**src/rtl/uart_rs232_rx.sv**
```systemverilog
// UART RS-232 receiver: 16x-oversampled, 1 start bit, 1..8 data bits LSB first, 1 stop bit.
// Reports each completed frame with a one-clock RxDone pulse and a FrameErr qualifier.
module uart_rs232_rx #(
    parameter int SYNC_STAGES = 2,
    parameter int MID_TICK    = 7
) (
    input  logic       Clk,
    input  logic       Rst,
    input  logic       Tick,
    input  logic       RxEn,
    input  logic       Rx,
    input  logic [3:0] NBits,
    output logic [7:0] RxData,
    output logic       RxDone,
    output logic       FrameErr,
    output logic       Busy,
    output logic [1:0] DbgState
);

    typedef enum logic [1:0] {
        IDLE  = 2'd0,
        START = 2'd1,
        DATA  = 2'd2,
        STOP  = 2'd3
    } state_t;

    localparam logic [3:0] MID = 4'(MID_TICK);

    logic [SYNC_STAGES-1:0] sync_q;
    logic                   rx_s;
    logic                   rx_prev;

    state_t     state_q, state_d;
    logic [3:0] cnt_q, cnt_d;
    logic [2:0] bit_q, bit_d;
    logic [3:0] nbits_q, nbits_d;
    logic [7:0] sr_q, sr_d;
    logic [7:0] data_d;
    logic       err_d;
    logic       done_d;
    logic [3:0] nbits_eff;

    assign rx_s      = sync_q[SYNC_STAGES-1];
    assign nbits_eff = (NBits == 4'd0 || NBits > 4'd8) ? 4'd8 : NBits;
    assign Busy      = (state_q != IDLE);
    assign DbgState  = state_q;

    always_ff @(posedge Clk or posedge Rst) begin
        if (Rst) begin
            sync_q   <= '1;
            rx_prev  <= 1'b1;
            state_q  <= IDLE;
            cnt_q    <= 4'd0;
            bit_q    <= 3'd0;
            nbits_q  <= 4'd8;
            sr_q     <= 8'h00;
            RxData   <= 8'h00;
            RxDone   <= 1'b0;
            FrameErr <= 1'b0;
        end else begin
            sync_q   <= {sync_q[SYNC_STAGES-2:0], Rx};
            rx_prev  <= rx_s;
            state_q  <= state_d;
            cnt_q    <= cnt_d;
            bit_q    <= bit_d;
            nbits_q  <= nbits_d;
            sr_q     <= sr_d;
            RxData   <= data_d;
            RxDone   <= done_d;
            FrameErr <= err_d;
        end
    end

    always_comb begin
        state_d = state_q;
        cnt_d   = cnt_q;
        bit_d   = bit_q;
        nbits_d = nbits_q;
        sr_d    = sr_q;
        data_d  = RxData;
        err_d   = FrameErr;
        done_d  = 1'b0;
        case (state_q)
            IDLE: begin
                // Only a fresh high-to-low edge starts a frame; a held-low line never does.
                if (RxEn && rx_prev && !rx_s) begin
                    state_d = START;
                    cnt_d   = 4'd0;
                    nbits_d = nbits_eff;
                end
            end
            START: begin
                if (Tick) begin
                    cnt_d = cnt_q + 4'd1;
                    if (cnt_q == MID) begin
                        if (!rx_s) begin
                            state_d = DATA;
                            cnt_d   = 4'd0;
                            bit_d   = 3'd0;
                        end else begin
                            state_d = IDLE;
                        end
                    end
                end
            end
            DATA: begin
                if (Tick) begin
                    cnt_d = cnt_q + 4'd1;
                    if (cnt_q == 4'd15) begin
                        sr_d  = {rx_s, sr_q[7:1]};
                        bit_d = bit_q + 3'd1;
                        if ({1'b0, bit_q} == nbits_q - 4'd1) begin
                            state_d = STOP;
                            cnt_d   = 4'd0;
                        end
                    end
                end
            end
            STOP: begin
                if (Tick) begin
                    cnt_d = cnt_q + 4'd1;
                    if (cnt_q == 4'd15) begin
                        // Bits entered at the MSB, so short words are right-aligned here.
                        data_d  = sr_q >> (4'd8 - nbits_q);
                        err_d   = ~rx_s;
                        done_d  = 1'b1;
                        state_d = IDLE;
                    end
                end
            end
            default: state_d = IDLE;
        endcase
    end

endmodule

```
**config.mk**
```make
export PLATFORM = sky130hd
export DESIGN_NAME = uart_rs232_rx
export DESIGN_NICKNAME = d
export VERILOG_FILES = /design/src/rtl/uart_rs232_rx.sv
export SDC_FILE = /design/constraint.sdc
export NUM_CORES = 1
export LEC_CHECK = 0
export ABC_AREA = 1
export CORE_AREA = 4 4 62 64
export CTS_BUF_LIST = sky130_fd_sc_hd__clkbuf_8
export CTS_CLUSTER_DIAMETER = 30
export DETAILED_ROUTE_END_ITERATION = 8
export DIE_AREA = 0 0 66 68
export PLACE_DENSITY = 0.92
export SLEW_MARGIN = 30
export SYNTH_ARGS = -nofsm -noshare
export SYNTH_HDL_FRONTEND = slang
export SYNTH_SLANG_ARGS = --single-unit
export TNS_END_PERCENT = 10
```
**constraint.sdc**
```tcl
create_clock -name Clk -period 2 [get_ports Clk]
set_input_delay 0.3 -clock Clk [delete_from_list [all_inputs] [get_ports Clk]]
set_output_delay 0.3 -clock Clk [all_outputs]
set_load 0.05 [all_outputs]
```
* After elaboration in Yosys (flattened, before gate mapping)
Cells that the tools add are included.
** Cells by class
- $add $sub $neg :: 4
- Mux-type cells :: 29
- Reductions and logical operators :: 14
- Bitwise gates (word level) :: 1
- Eq/ne operators :: 15
- Shift operators :: 1
- $lt $le $gt $ge :: 1
** Operator list (number)
- 4-bit 2-to-1 mux :: 9
- 2-bit 2-to-1 mux :: 9
- 2-bit inequality test, second input constant :: 9
- 4-bit case mux with 4 select lines :: 1
- 3-bit 2-to-1 mux :: 5
- 2-bit case mux with 4 select lines :: 1
- 8-bit AND reduction :: 1
- 8-bit by 4-bit right shift with 8-bit output :: 1
- 3-bit case mux with 2 select lines :: 1
- 3-bit AND reduction :: 2
- 6-bit AND reduction :: 1
- 4-bit by 1-bit adder with 4-bit output, second input constant :: 1
- 2-bit == test, second input constant :: 2
- 3-bit by 4-bit == test with 1-bit output :: 1
- 4-bit by 3-bit == test with 1-bit output, second input constant :: 1
- 4-bit == test, second input constant :: 1
- 4-bit greater-than comparator, second input constant :: 1
- 4-bit logical NOT :: 1
- 4-bit AND reduction :: 1
- 2-bit nonzero test :: 2
- 4-bit by 1-bit subtractor with 4-bit output, second input constant :: 1
- 4-bit subtractor, first input constant :: 1
- 3-bit by 1-bit adder with 3-bit output, second input constant :: 1
- 1-bit 2-to-1 mux :: 3
- 7 further kinds :: 8
** Word-level totals
- Word-level logic and storage cells :: 75
- Bits in registers :: 34
- Bits of input ports :: 9
- Output and inout bits :: 13

* Longest topological paths before layout
- Depth in word-level cells :: 6
- Mapped depth :: 12
- Depth with buffers taken out :: 12

* Least setup slack after synthesis
OpenSTA, ideal clock, no wires.
- Path kind :: register to register
- From :: register (tool-made name)
- To :: register (tool-made name)
- Arrival :: 1.617 ns
- Cell stages (with the launch flop) :: 8
- Path slack :: 0.307 ns
- Library setup time :: 0.077 ns
- Clock period less this slack :: 1.693 ns
- Data required time :: 1.923 ns
- Buffers on the path :: 0
- Cell sequence :: dfrtp_1 -> nor2_2 -> inv_2 -> nor2_8 -> nor2_8 -> nor2_4 -> a21o_1 -> o21ai_1

* Final worst setup path
- From :: register RxData[4]
- To :: output port RxData[4]
** RTL lines
- from (decl) :: RTL line 13 : output logic [7:0] RxData,
- from (signal assigned) :: RTL line 68 : RxData <= data_d;
No word-level cell between the ends.

==> impl_metrics.py <==
metrics = {
    "outcome": {
        "status": "completed",
    },
    "final_layout": {
        "post-route-util_pct": 66.9,
        "stdcell_count": 299,
        "area_growth_pct": 18.9,
        "drive_gt1_share_pct": 15.0,
        "diodes": 0,
        "final_area_um2": 2200,
        "final_nets": 266,
    },
    "synth": {
        "synth-edff-count": 0,
        "ys.warnings.count": 0,
        "ys_types": 31,
        "syn_inst": 224,
        "ys_ff_latch": 34,
        "async_flop_share_pct": 100,
        "syn_nets": 237,
        "ys.flop_type": "dfrtp_1",
        "synth-seq-area-share_pct": 46.3,
        "synthesis.area_um2": 1850,
        "syn_area_per_cell_um2": 8.26,
    },
    "floorplan": {
        "num_rows": 21,
        "ioPinCount": 22,
        "fp.coreArea_um2": 3280,
        "fp.dieArea_um2": 4490,
        "fp.dieW_um": 66,
        "start_util_pct": 56.3,
        "die_y_um": 68,
    },
    "worst_hold_path": {
        "hold_path.class": "reg -> reg",
    },
    "pwr": {
        "leakage_nw": 1.10,
        "ir_drop_uv": 549,
        "power_density_nw_per_um2": 817,
        "total_power_mw": 1.80,
    },
    "clock_tree": {
        "cts_setup_buffers": 0,
        "clk_transition_reported_paths_ns": 0.06,
        "clock_path_buffers": 2,
        "cts-resized-gates": 0,
        "clkLatencyLatePin_ns": 0.28,
        "cts.sinks": 34,
        "cts_tree": "yes",
        "cts-root-buf": "clkbuf_8",
        "cts_buffers": 5,
        "postCtsHoldBufs": 0,
        "h-tree-depth": 2,
    },
    "timing": {
        "fin_crit_ns": 1.73,
        "hold_viol_final": 0,
        "fin_setup_tns_ns": 0,
        "finClkSkew_ns": 0.00511,
        "fin_crit_sh_pct": 86.7,
        "whs_ns": 0.357,
        "drv_slew": 0,
        "worst_slew_pin_slew_ns": 0.502,
        "maxSlewHeadroom_pct": 66.5,
        "rsz0062_at_grt": "no",
        "setup_ws_ns": 0.267,
        "max_freq_mhz": 577,
        "finalSetupViolCount": 0,
    },
    "setup_path": {
        "worstPathRequired_ns": 1.70,
        "path_max_fanout": 2,
        "cpMaxStageDelayCell": "clkdlybuf4s50_1",
        "cp-end-kind": "output port",
        "arrival_ns": 1.43,
        "crit_path_max_incr_delay_ns": 0.81,
        "critPathKind": "reg -> out",
        "worst_setup_path_start_kind": "flip-flop",
        "path_cells": "clkdlybuf4s50_1",
        "worst-path-buf-inv": 1,
        "crit_family": "buffers and inverters",
    },
    "grt": {
        "grt_max_degree": 35,
        "grt_pass1_wl_um": 6180,
        "grt_overflow": 0,
        "grt_usage_pct": 18.7,
        "grt_antenna_before_repair": 0,
        "grt_pass1_vias": 1415,
    },
    "detailed_routing": {
        "postRouteAntennaNets": 0,
        "firstDrtPassIters": 4,
        "vias_per_cell": 5.19,
        "remaining_drc_errors": 0,
        "drtIter0Drc": 115,
        "wire_per_inst_um": 12.4,
        "vias": 1551,
        "routed_wl_um": 3710,
    },
    "flow_run": {
        "cap_viol_max_count": 0,
    },
    "place": {
        "io_buffers": 21,
        "hpwl_um": 2780,
        "globalplace.congestion": 0.861,
        "dp.cells": 292,
        "dpl_worst_slack_ns": 0.346,
        "dpl_cell_area_um2": 2120,
    },
}
layout by cell type (no fill, tap or decap), types with 2 or more instances in the layout:
cell             count
a21oi_1              5
nor2_1              10
nor2_2               3
inv_1               24
ha_1                 4
nor2_8               3
nand3_1             16
dfrtp_1             30
buf_4                8
nand2_2              2
o21ai_0             10
clkdlybuf4s50_1     18
clkbuf_8             5
xnor2_1              2
nand2_1             67
dfstp_2              4
o21ai_1             21
o211ai_1             3
inv_2                6
power by group:
part / internal (mW) / switching [mW]
logic: 0.179 / 0.261
registers: 0.812 / 0.0998
clock network: 0.229 / 0.216
sequential cells by signal, indices dropped and copies added, names as in the netlist, named ones only:
name,flops
RxData,8
sr_q,8
cnt_q,4
nbits_q,4
bit_q,3
sync_q,2
DbgState,1
FrameErr,1
RxDone,1
rx_prev,1
final timing paths:
kind / startpoint / end / slack [ns] / depth (start not counted)
max: RxData[4] / RxData[4] / 0.27 / 1
min: sync_q[0] / sync_q[1] / 0.36 / 0
max reg2reg: nbits_q[0] / cnt_q[0] / 0.32 / 12
min reg2reg: sync_q[0] / sync_q[1] / 0.36 / 0
max in group asynchronous: Rst / nbits_q[3] / 1.26 / 3
min in group asynchronous: Rst / DbgState[0] / 0.40 / 3
synthesized netlist by cell type, drive strengths merged, types with 2 or more instances:
cell type  instances  area share [%]
a21oi              6             2.2
inv               28             5.7
dfstp              4             5.7
o21ai             32             8.9
xnor2              2            0.95
o211ai             3             1.2
xor2               2             1.4
dfrtp             30              41
nand2             69              14
nor2              17             6.9
buf                3             1.2
ha                 4             2.7
nand3             17             5.3
logic make-up after synthesis:
| kind of cell | after synthesis | share of synthesized area, % |
|---|---|---|
| XOR/XNOR | 4 | 2.30 |
| AO/OA/AOI/OAI | 43 | 13.1 |
| AND/OR/NAND/NOR | 107 | 28.6 |
| adder cells (fa/ha/maj) | 4 | 2.71 |
| buffers and inverters | 32 | 7.04 |
| flip-flops | 34 | 46.3 |
routing by layer:
| metal | vias to the layer above | part of all wire, % | GRT usage (%) |
|---|---|---|---|
| met1 | 719 | 46 | 23.3 |
| met5 | - | 0 | 0 |
| li1 | 770 | - | - |
| met4 | 0 | 2.8 | 12.7 |
| met3 | 13 | 5.6 | 4.60 |
| met2 | 49 | 46 | 28.8 |
cell type report:
class	instances	area, um^2
fillers	269	1090
multi-input cells	158	863
flip-flops and latches	34	856
repair buffers	26	240
inverters	28	105
clock buffers	5	68.8
well taps	46	57.6
clock inverters	2	7.51
No activity file was read; power rests on OpenSTA's default activity.
